**src/rtl/div_detect_pkg.sv**
```systemverilog
// Shared types and limits for the divided-clock decoder.
// Legal divider range is 2..7, with a high phase of floor(N/2) cycles.
package div_detect_pkg;

   typedef enum logic [1:0] {
      IDLE,
      HIGH,
      LOW
   } state_t;

   localparam logic [2:0] MIN_DIV  = 3'd2;
   localparam logic [2:0] MAX_DIV  = 3'd7;
   localparam logic [2:0] MAX_HIGH = 3'd3;
   localparam logic [2:0] MAX_LOW  = 3'd4;

   function automatic logic [2:0] expected_high(input logic [3:0] p);
      return p[3:1];
   endfunction

endpackage

```
**src/rtl/div_detector_lock_tracker.sv**
```systemverilog
// Holds the last decoded divider and counts consecutive identical
// well-formed periods to produce the lock flag.
module lock_tracker
   import div_detect_pkg::*;
#(
   parameter int unsigned LOCK_COUNT = 2
) (
   input  logic       clk,
   input  logic       rst,
   input  logic       i_close,
   input  logic       i_wf,
   input  logic [2:0] i_p,
   output logic [2:0] o_div,
   output logic       o_locked
);

   localparam logic [2:0] LC = 3'(LOCK_COUNT);

   logic [2:0] r_div;
   logic [2:0] r_streak;
   logic       r_locked;
   logic [2:0] w_streak_nxt;

   always_comb begin
      w_streak_nxt = 3'd1;
      if (r_streak != '0 && i_p == r_div) begin
         if (r_streak >= LC) w_streak_nxt = LC;
         else                w_streak_nxt = r_streak + 3'd1;
      end
   end

   always_ff @(posedge clk) begin
      if (rst) begin
         r_div    <= '0;
         r_streak <= '0;
         r_locked <= 1'b0;
      end else if (i_close) begin
         if (i_wf) begin
            r_div    <= i_p;
            r_streak <= w_streak_nxt;
            r_locked <= (w_streak_nxt == LC);
         end else begin
            // Malformed periods and timeouts both break the streak; div_out holds.
            r_streak <= '0;
            r_locked <= 1'b0;
         end
      end
   end

   assign o_div    = r_div;
   assign o_locked = r_locked;

endmodule

```
**src/rtl/div_detector.sv**
```systemverilog
// Recovers N from a div-by-N waveform sampled in the clk domain; flags
// each well-formed period, malformed shapes and stuck phases.
module div_detector
   import div_detect_pkg::*;
#(
   parameter int unsigned LOCK_COUNT = 2
) (
   input  logic       clk,
   input  logic       rst,
   input  logic       q_in,
   output logic [2:0] div_out,
   output logic       valid,
   output logic       err,
   output logic       locked
);

   state_t     r_state;
   state_t     w_state_nxt;
   logic       r_q_d;
   logic [2:0] r_hcnt;
   logic [2:0] r_lcnt;
   logic [2:0] w_hcnt_nxt;
   logic [2:0] w_lcnt_nxt;
   logic       r_valid;
   logic       r_err;
   logic       w_valid_nxt;
   logic       w_err_nxt;
   logic       w_rise;
   logic       w_fall;
   logic       w_close;
   logic       w_timeout;
   logic       w_wf;
   logic [3:0] w_p;

   assign w_rise = q_in & ~r_q_d;
   assign w_fall = ~q_in & r_q_d;
   assign w_p    = {1'b0, r_hcnt} + {1'b0, r_lcnt};
   assign w_wf   = (w_p >= {1'b0, MIN_DIV}) && (w_p <= {1'b0, MAX_DIV}) &&
                   (r_hcnt == expected_high(w_p));

   always_comb begin
      w_state_nxt = r_state;
      w_hcnt_nxt  = r_hcnt;
      w_lcnt_nxt  = r_lcnt;
      w_valid_nxt = 1'b0;
      w_err_nxt   = 1'b0;
      w_close     = 1'b0;
      w_timeout   = 1'b0;
      case (r_state)
         IDLE: begin
            if (w_rise) begin
               w_state_nxt = HIGH;
               w_hcnt_nxt  = 3'd1;
               w_lcnt_nxt  = '0;
            end
         end
         HIGH: begin
            // Timeout wins over any edge seen in the same cycle.
            if (r_hcnt == MAX_HIGH + 3'd1) begin
               w_timeout   = 1'b1;
               w_err_nxt   = 1'b1;
               w_state_nxt = IDLE;
               w_hcnt_nxt  = '0;
               w_lcnt_nxt  = '0;
            end else if (w_fall) begin
               w_state_nxt = LOW;
               w_lcnt_nxt  = 3'd1;
            end else begin
               w_hcnt_nxt  = r_hcnt + 3'd1;
            end
         end
         LOW: begin
            if (r_lcnt == MAX_LOW + 3'd1) begin
               w_timeout   = 1'b1;
               w_err_nxt   = 1'b1;
               w_state_nxt = IDLE;
               w_hcnt_nxt  = '0;
               w_lcnt_nxt  = '0;
            end else if (w_rise) begin
               w_close     = 1'b1;
               w_valid_nxt = w_wf;
               w_err_nxt   = ~w_wf;
               w_state_nxt = HIGH;
               w_hcnt_nxt  = 3'd1;
               w_lcnt_nxt  = '0;
            end else begin
               w_lcnt_nxt  = r_lcnt + 3'd1;
            end
         end
         default: begin
            w_state_nxt = IDLE;
            w_hcnt_nxt  = '0;
            w_lcnt_nxt  = '0;
         end
      endcase
   end

   always_ff @(posedge clk) begin
      if (rst) begin
         r_state <= IDLE;
         r_q_d   <= 1'b1;
         r_hcnt  <= '0;
         r_lcnt  <= '0;
         r_valid <= 1'b0;
         r_err   <= 1'b0;
      end else begin
         r_state <= w_state_nxt;
         r_q_d   <= q_in;
         r_hcnt  <= w_hcnt_nxt;
         r_lcnt  <= w_lcnt_nxt;
         r_valid <= w_valid_nxt;
         r_err   <= w_err_nxt;
      end
   end

   lock_tracker #(
      .LOCK_COUNT(LOCK_COUNT)
   ) u_lock (
      .clk      (clk),
      .rst      (rst),
      .i_close  (w_close | w_timeout),
      .i_wf     (w_close & w_wf),
      .i_p      (w_p[2:0]),
      .o_div    (div_out),
      .o_locked (locked)
   );

   assign valid = r_valid;
   assign err   = r_err;

endmodule

```
**config.mk**
```make
export PLATFORM = sky130hd
export DESIGN_NAME = div_detector
export DESIGN_NICKNAME = d
export VERILOG_FILES = /design/src/rtl/div_detect_pkg.sv /design/src/rtl/div_detector_lock_tracker.sv /design/src/rtl/div_detector.sv
export SDC_FILE = /design/constraint.sdc
export NUM_CORES = 1
export LEC_CHECK = 0
export BUFFER_PORTS_ARGS = -buffer_cell sky130_fd_sc_hd__buf_2
export CORE_UTILIZATION = 45
export CTS_CLUSTER_DIAMETER = 40
export DETAILED_ROUTE_END_ITERATION = 6
export GPL_TIMING_DRIVEN = 0
export HOLD_SLACK_MARGIN = 0.12
export SLEW_MARGIN = 20
export SYNTH_ARGS = -nofsm -noshare
export SYNTH_HDL_FRONTEND = slang
export SYNTH_SLANG_ARGS = --single-unit
```
**constraint.sdc**
```tcl
create_clock -name clk -period 3.5 [get_ports clk]
set_input_delay 0.35 -clock clk [delete_from_list [all_inputs] [get_ports clk]]
set_output_delay 0.35 -clock clk [all_outputs]
set_load 0.03 [all_outputs]
```
== Word level (Yosys, flattened, before mapping) ==
Index checks and enable logic that the tools add are counted.

* Flip-flop bits (word level): 18
* Latch bits: 0
* Memory bits (writable): 0
* Memory bits (read-only): 0
* Output and inout bits: 6
* Memories: 0

* Add/sub/neg operators: 4
* Multiply operators: 0
* Divide/modulo/power cells: 0
* $lt $le $gt $ge: 3
* Equal/unequal tests: 10
* Shifts and indexed selects: 0
* Muxes and demuxes: 29
* Bitwise operators: 9
* Reductions and logical operators: 8

{| class="wikitable"
|+ Operator list
! operator !! number
|-
| 3-bit 2-to-1 mux || 12
|-
| 3-bit case mux with 3 select lines || 2
|-
| 3-bit by 1-bit adder with 3-bit output (second input constant) || 3
|-
| 1-bit 2-to-1 mux || 8
|-
| 2-bit 2-to-1 mux || 4
|-
| 3-bit equality test || 2
|-
| 3-bit equality test (second input constant) || 2
|-
| 3-bit inequality test (second input constant) || 2
|-
| 2-bit case mux with 3 select lines || 1
|-
| 1-bit inverter || 5
|-
| 3-bit by 3-bit adder with 4-bit output || 1
|-
| 4-bit by 2-bit >= comparator with 1-bit output (second input constant) || 1
|-
| 4-bit by 3-bit less-or-equal comparator with 1-bit output (second input constant) || 1
|-
| 1-bit case mux with 2 select lines || 2
|-
| 2-bit AND reduction || 2
|-
| 4-bit OR reduction || 1
|-
| 1-bit bitwise AND || 3
|-
| 3-bit by 2-bit equality test with 1-bit output (second input constant) || 1
|-
| 3-bit by 2-bit >= comparator with 1-bit output (second input constant) || 1
|-
| 1-bit logical AND || 3
|-
| 3-bit nonzero test || 1
|-
| 2-bit by 1-bit equality test with 1-bit output (second input constant) || 1
|-
| 2-bit equality test (second input constant) || 1
|-
| 2-bit zero test || 1
|-
| 2 further kinds || 2
|}

== Logic depth before layout (Yosys ltp) ==
Gate-level depths: netlist of run 1.

* Depth in word-level cells: 8
* Gate-level depth with buffers: 8

== Cells and area by module ==
Synthesis of run 1 repeated with hierarchy kept, for this count alone.

* Cells, all modules: 150
* Area total of the unflattened synthesis: 1257.5 um^2

{| class="wikitable"
|+ Modules (own cells, without submodules)
! module !! times used !! cells each !! area each (um^2) !! sequential area each (um^2)
|-
| div_detector || 1 || 109 || 877.1 || 220.2
|-
| lock_tracker || 1 || 41 || 380.4 || 140.1
|}

== Worst setup path before layout of run 1 ==
Ideal clock, no wire load.

* Kind: register to register
* Start point: register r_hcnt[0]
* End point: register u_lock.r_div[1] (netlist: u_lock.o_div[1])
* Library setup time: 0.121 ns
* Data arrival time: 2.443 ns
* Setup slack: 0.936 ns
* Stages on the path, launching flop included: 9
* Period minus slack after synthesis: 2.564 ns
* Path through: dfxtp_1 ha_1 inv_1 fa_1 xnor2_1 a2111o_1 or4_1 buf_6 mux2_4

* Cells in the longest elaborated chain, start to end: 6
* Elaborated cells between the ends (all ways): 12
* Classes of those cells: add/sub (1); order compare (2); eq/ne (2); mux (2); bitwise (2); reduce/logical (3)

{| class="wikitable"
|+ Ends and longest elaborated chain
! what !! RTL line !! text
|-
| start, declared || div_detector.sv:20 || <nowiki>logic [2:0] r_hcnt;</nowiki>
|-
| start signal, assigned || div_detector.sv:109 || <nowiki>r_hcnt <= w_hcnt_nxt;</nowiki>
|-
| 3-bit by 3-bit adder with 4-bit output || div_detector.sv:37 || <nowiki>assign w_p = {1'b0, r_hcnt} + {1'b0, r_lcnt};</nowiki>
|-
| 4-bit by 2-bit >= comparator with 1-bit output or 4-bit by 3-bit less-or-equal comparator with 1-bit output (tied branches) || div_detector.sv:38 || <nowiki>assign w_wf = (w_p >= {1'b0, MIN_DIV}) && (w_p <= {1'b0, MAX_DIV}) &&</nowiki>
|-
| 1-bit logical AND (2 in a row) || div_detector.sv:38 ||
|-
| 1-bit bitwise AND || div_detector.sv:122 || <nowiki>.i_wf (w_close & w_wf),</nowiki>
|-
| 2-bit AND reduction (no line) || -- ||
|-
| end signal, assigned || div_detector_lock_tracker.sv:39 || <nowiki>r_div <= i_p;</nowiki>
|-
| end, declared || div_detector_lock_tracker.sv:19 || <nowiki>logic [2:0] r_div;</nowiki>
|}

Parallel ways exist; a longest one is shown, timed or not.
A chain may end at the register's enable or synchronous reset.

== Final worst setup path of run 1 ==
* Start point: register r_lcnt[0]
* End point: register u_lock.r_div[1] (netlist: u_lock.o_div[1])

* Cells in the longest elaborated chain, start to end: 6
* Elaborated cells between the ends (all ways): 14
* Classes of those cells: add/sub (1); order compare (2); eq/ne (2); mux (4); bitwise (2); reduce/logical (3)

{| class="wikitable"
|+ Ends and longest elaborated chain
! what !! RTL line !! text
|-
| start, declared || div_detector.sv:21 || <nowiki>logic [2:0] r_lcnt;</nowiki>
|-
| start signal, assigned || div_detector.sv:110 || <nowiki>r_lcnt <= w_lcnt_nxt;</nowiki>
|-
| 3-bit by 3-bit adder with 4-bit output || div_detector.sv:37 ||
|-
| 4-bit by 2-bit >= comparator with 1-bit output or 4-bit by 3-bit less-or-equal comparator with 1-bit output (tied branches) || div_detector.sv:38 ||
|-
| 1-bit logical AND (2 in a row) || div_detector.sv:38 ||
|-
| 1-bit bitwise AND || div_detector.sv:122 ||
|-
| 2-bit AND reduction (no line) || -- ||
|}

Parallel ways exist; a longest one is shown, timed or not.

==> results.txt, run 1 <==
Row cnt -> 18
Max Fanout on Critical Path -> 8
Hold Vio Cnt, Final -> 0
Sink Count -> 18
Cts hold-fix bufs -> 0
GRT Overall Usage -> 21.4%
Worst Path Required -> 3700 ps
TritonCTS clock tree -> built
Area grow syn2layout -> 9.28%
Initial DRT Pass Iterations -> 4
N_diodes -> 0
Vias/cell -> 5.58
Most frequent cells in the layout -> dfxtp_1 (18), ha_1 (14), inv_1 (13)
Initial Util -> 48.7%
Multi-input combinational cell area -> 800 µm²
Crit Path Class -> register to register
WL final -> 2.68 mm
Share of async-settable or async-resettable flops after synthesis -> 0%
Post-route ant nets -> 0
Setup ws final -> 719 ps
CP Launch Type -> register
Buf/Inv on CP -> 2
Post-Syn Instances -> 141
Number of synthesized register bits -> 18
Peak VDD IR -> 235 µV
CP max stage cell -> fa_1
Critical path endpoint category -> register
Register area -> 360 µm²
Post-Syn Nets -> 159
Global placer's final weighted congestion -> 0.826
H-tree depth -> 1
Drt wl/cell -> 14.7 µm
DR iter-0 viols -> 17
Post-Place Setup Slack -> 751 ps
Die width -> 54.2 µm
Ys Warns -> 0
Arr. time, crit path -> 2980 ps
Hold WS -> 328 ps
Maxcap violations -> 0
Min-Delay Path Class -> primary input to register
Post-synth EDFFs -> 0
Worst path max stage delay -> 530 ps
Largest net degree at the start of global routing -> 11
Initial antenna violation count -> 0
Vias in the first global route -> 948
Grt ovf -> 0
Part of the cycle the worst path needs -> 79.4%
First-pass GRT wire length -> 4.47 mm
Core Box Area -> 2520 µm²
Slew Viols, Final -> 0
Full die area -> 2940 µm²
Register area share after synthesis -> 29.4%
Worst-Margin Slew -> 860 ps
CTS buffer count -> 3
Count of different cell masters after synthesis -> 38
Post-synth top flop -> dfxtp_1
Post-cts sizing count -> 0
Flop2flop setup slack -> 720 ps
IO Count -> 9
CP top delay family -> adder cells
Leakage Power -> 0.559 nW
Clk buf depth -> 2
DR vias -> 1,022
Status -> completed
Clock transition at path regs -> 110 ps
Number of setup buffers added after CTS -> 0
Worst skew pair latency -> 300 ps
Minimum clock period after layout -> 2780 ps
CTS root buf -> clkbuf_4
Setup TNS -> 0 ps
Commonest non-fill, non-tap cell in the layout -> dfxtp_1
Power density cells -> 302 nW/µm²
Post-Syn Area -> 1230 µm²
Post-synthesis average cell area -> 8.71 µm²
Post-DP HPWL -> 2.02 mm
Layout cells sized above 1 -> 11.1%
Clock Skews -> 0.523 ps
Cells along the critical path -> ha_1 -> inv_1 -> fa_1 -> xnor2_1 -> a2111o_1 -> or4_1 -> buf_6 -> mux2_4
RSZ-0062 raised after global routing -> no
IO buf count -> 8
Number of remaining DRC errors -> 0
# setup viols final -> 0
# nets final -> 172
Achievable Freq -> 360 MHz
Fillers -> 251
Slew headroom -> 41.2%
Die Height -> 54.2 µm
[synthesized netlist by cell type (all sizes together), types with 2 or more instances]
| library cell | count | area, µm² |
|---|---|---|
| nor2b | 4 | 25.0 |
| ha | 14 | 175 |
| o31ai | 5 | 37.5 |
| nand3 | 10 | 50.1 |
| a21oi | 11 | 55.1 |
| o21ai | 7 | 35.0 |
| a21o | 4 | 30.0 |
| dfxtp | 18 | 360 |
| nand2b | 6 | 37.5 |
| xor2 | 2 | 17.5 |
| clkbuf | 2 | 7.51 |
| a21bo | 2 | 20.0 |
| xnor2 | 2 | 17.5 |
| mux2 | 2 | 30.0 |
| a21boi | 3 | 22.5 |
| inv | 13 | 48.8 |
| nand2 | 4 | 15.0 |
| or4 | 3 | 22.5 |
| nor2 | 9 | 33.8 |
| or3 | 2 | 12.5 |
| mux2i | 2 | 20.0 |
[worst register-to-register path: stages, from the launching register on]
cell      delay, ps
dfxtp_1         450
ha_1            210
inv_1            50
fa_1            530
xnor2_1         170
a2111o_1        320
or4_1           490
buf_6           160
mux2_4          290
[through the flow]
| step | util (%) | power [mW] | std cells | cell area (µm²) |
|---|---|---|---|---|
| global route | 53.2 | 0.423 | 183 | 1340 |
| CTS | 53.2 | 0.407 | 183 | 1340 |
| floorplan | - | 0.259 | 141 | 1230 |
| global placement | 51.7 | 0.273 | 179 | 1310 |
| finish | 53.2 | 0.405 | 183 | 1340 |
| detailed placement | 51.7 | 0.274 | 179 | 1310 |
[area by class of cell]
type                            instances  area share (%)
Multi-Input combinational cell        107            59.6
Sequential cell                        18            26.9
Inverter                               13            3.64
Timing Repair Buffer                    8            2.99
Tap cell                               30            2.80
Clock buffer                            4            2.71
Buffer                                  3            1.40
[power by group]
group,internal (mW),leakage (nW),switching [mW],total (mW)
clock,0.0635,0.0210,0.0706,0.134
combinational,0.0213,0.392,0.0340,0.0553
sequential,0.209,0.146,0.00611,0.215
total,0.294,0.559,0.111,0.405
[routing by layer]
layer / wire (µm) / vias up / GRT usage, %
li1: - / 534 / -
met1: 1420 / 468 / 29.6
met2: 1170 / 16 / 32.7
met3: 63 / 4 / 4.17
met4: 28 / 0 / 7.69
met5: 0 / - / 0
[path summary, 6_finish.rpt]
kind | startpoint | end | cells past startpoint
worst max-delay path | r_lcnt[0] | u_lock.o_div[1] | 8
worst min-delay path | q_in | r_q_d | 2
worst max register to register | r_lcnt[0] | u_lock.o_div[1] | 8
worst min register to register | u_lock.o_locked | u_lock.o_locked | 2
[cell families (layout without fill, tap and decap cells)]
family / after synthesis / in the layout / synth area share (%)
DFF: 18 / 18 / 29.4
muxes: 4 / 4 / 4.08
and+or+nand+nor: 41 / 41 / 17.4
xor gates and xnor gates: 5 / 5 / 4.69
AOI/OAI and AO/OA: 42 / 42 / 23.0
adders and majority gates: 15 / 15 / 15.9
buffers and inverters: 16 / 28 / 5.51
[state kept, by name (all words and copies together) (netlist names)]
name and count:
r_q_d 1, u_lock.o_locked 1, r_state 2, u_lock.o_div 3
valid 1, err 1, r_hcnt 3, r_lcnt 3
u_lock.r_streak 3
(Power assumes the default switching activity.)
==> run 2, diff against run 1 <==
==> constraint.sdc (replaced) <==
create_clock -name clk -period 2.35 [get_ports clk]
set_input_delay 0.235 -clock clk [delete_from_list [all_inputs] [get_ports clk]]
set_output_delay 0.235 -clock clk [all_outputs]
set_load 0.03 [all_outputs]
==> results.txt, run 2 (synthesis results as in run 1) <==
Initial antenna violation count -> 0
H-tree depth -> 1
Slew Viols, Final -> 0
Seq pwr share -> 51.1%
# setup viols final -> 5
GRT Overall Usage -> 20.2%
DR vias -> 1,061
Peak VDD IR -> 295 µV
Core Box Area -> 2520 µm²
WL final -> 2.73 mm
Max Fanout on Critical Path -> 7
Hold WS -> 194 ps
Drt wl/cell -> 14.5 µm
Die width -> 54.2 µm
Post-DP HPWL -> 1.91 mm
Worst-Margin Slew -> 660 ps
IO Count -> 9
Leakage Power -> 0.595 nW
Final core occ -> 57.5%
Crit Path Class -> register to register
Vias in the first global route -> 940
Full die area -> 2940 µm²
Min-Delay Path Class -> primary input to register
Power share of the clock group -> 33.3%
Hold Vio Cnt, Final -> 0
Cell Int Power -> 0.445 mW
# nets final -> 178
Power density cells -> 429 nW/µm²
Number of remaining DRC errors -> 0
Power Total -> 0.623 mW
Layout cells sized above 1 -> 21.4%
DR iter-0 viols -> 25
Most frequent cells in the layout -> dfxtp_1 (14), ha_1 (13), inv_1 (12)
Sink Count -> 18
Combinational share of power -> 15.6%
N_diodes -> 0
Worst Path Required -> 2570 ps
RSZ-0062 raised after global routing -> yes
Clk buf depth -> 2
Arr. time, crit path -> 2690 ps
Clock transition at path regs -> 120 ps
Failing checks -> negative setup slack
Grt ovf -> 0
Commonest non-fill, non-tap cell in the layout -> dfxtp_1
Achievable Freq -> 406 MHz
Largest net degree at the start of global routing -> 11
Cell Area, Placed -> 1320 µm²
Clock Skews -> 4.42 ps
Post-route ant nets -> 0
Initial Util -> 48.7%
TritonCTS clock tree -> built
Sw Pwr -> 0.178 mW
Initial DRT Pass Iterations -> 4
Switching share of power -> 28.6%
Die Height -> 54.2 µm
Setup TNS -> -457 ps
First-pass GRT wire length -> 4.15 mm
Fillers -> 238
Part of the cycle the worst path needs -> 105%
Minimum clock period after layout -> 2470 ps
Slew headroom -> 56.0%
Vias/cell -> 5.61
Row cnt -> 18
Maxcap violations -> 0
Status -> finished with violations
Global placer's final weighted congestion -> 0.820
CP Launch Type -> register
CTS buffer count -> 3
Worst skew pair latency -> 300 ps
Area grow syn2layout -> 18.2%
Setup ws final -> -115 ps
Critical path endpoint category -> register
CTS root buf -> clkbuf_4
Final Cell Area -> 1450 µm²
IO buf count -> 8
-- run 2: path summary, 6_finish.rpt --
| check | from | endpoint | slack (ps) | cells past startpoint |
|---|---|---|---|---|
| worst max-delay path | r_lcnt[0] | u_lock.o_locked | -120 | 8 |
| worst min-delay path | q_in | r_q_d | 190 | 2 |
| worst max register to register | r_lcnt[0] | u_lock.o_locked | -120 | 8 |
| worst min register to register | r_lcnt[1] | r_lcnt[1] | 510 | 2 |
-- run 2: layer usage --
metal  up-vias  track usage (%)  share of wire, %
li1        542                -                 -
met1       502             29.2                53
met2        15             29.9                44
met3         2             2.78               2.6
met4         0             7.69              0.37
met5         -                0                 0
-- run 2: what timing repair did --
item / in CTS / in global routing
pin swaps: 1 / 1
hold buffers: 0 / 0
setup buffers: 5 / 2
gates resized for setup: 7 / 5
setup endpoints to repair: 8 / 7
-- run 2: worst max-delay path, cell delays in order (launching register included) --
cell and delay (ps):
dfxtp_4 380, ha_4 160, inv_2 50, fa_2 440, xnor2_1 140, a2111o_1 310
or4_4 560, buf_4 180, o31ai_4 180
-- run 2: cell type report --
type / instances / area, µm² / share of cell area, %
multi-input cells: 107 / 856 / 59.0
flip-flops and latches: 18 / 373 / 25.7
repair buffers: 15 / 92.6 / 6.38
inverters: 13 / 48.8 / 3.36
well taps: 30 / 37.5 / 2.59
clock buffers: 4 / 36.3 / 2.50
plain buffers: 2 / 7.51 / 0.517
-- run 2: stage by stage --
stage / setup slack (ps) / std cells
floorplan: -153 / 141
global placement: -326 / 179
detailed placement: -352 / 179
CTS: -108 / 187
global route: -173 / 189
finish: -115 / 189
-- run 2: power by group through the flow --
stage                     clock, mW  sequential [mW]  combinational (mW)
after floorplan                   0            0.326              0.0629
after global placement            0            0.329              0.0829
after detailed placement          0            0.329              0.0821
after CTS                     0.209            0.318              0.0938
after global routing          0.220            0.319               0.107
final                         0.208            0.318              0.0971
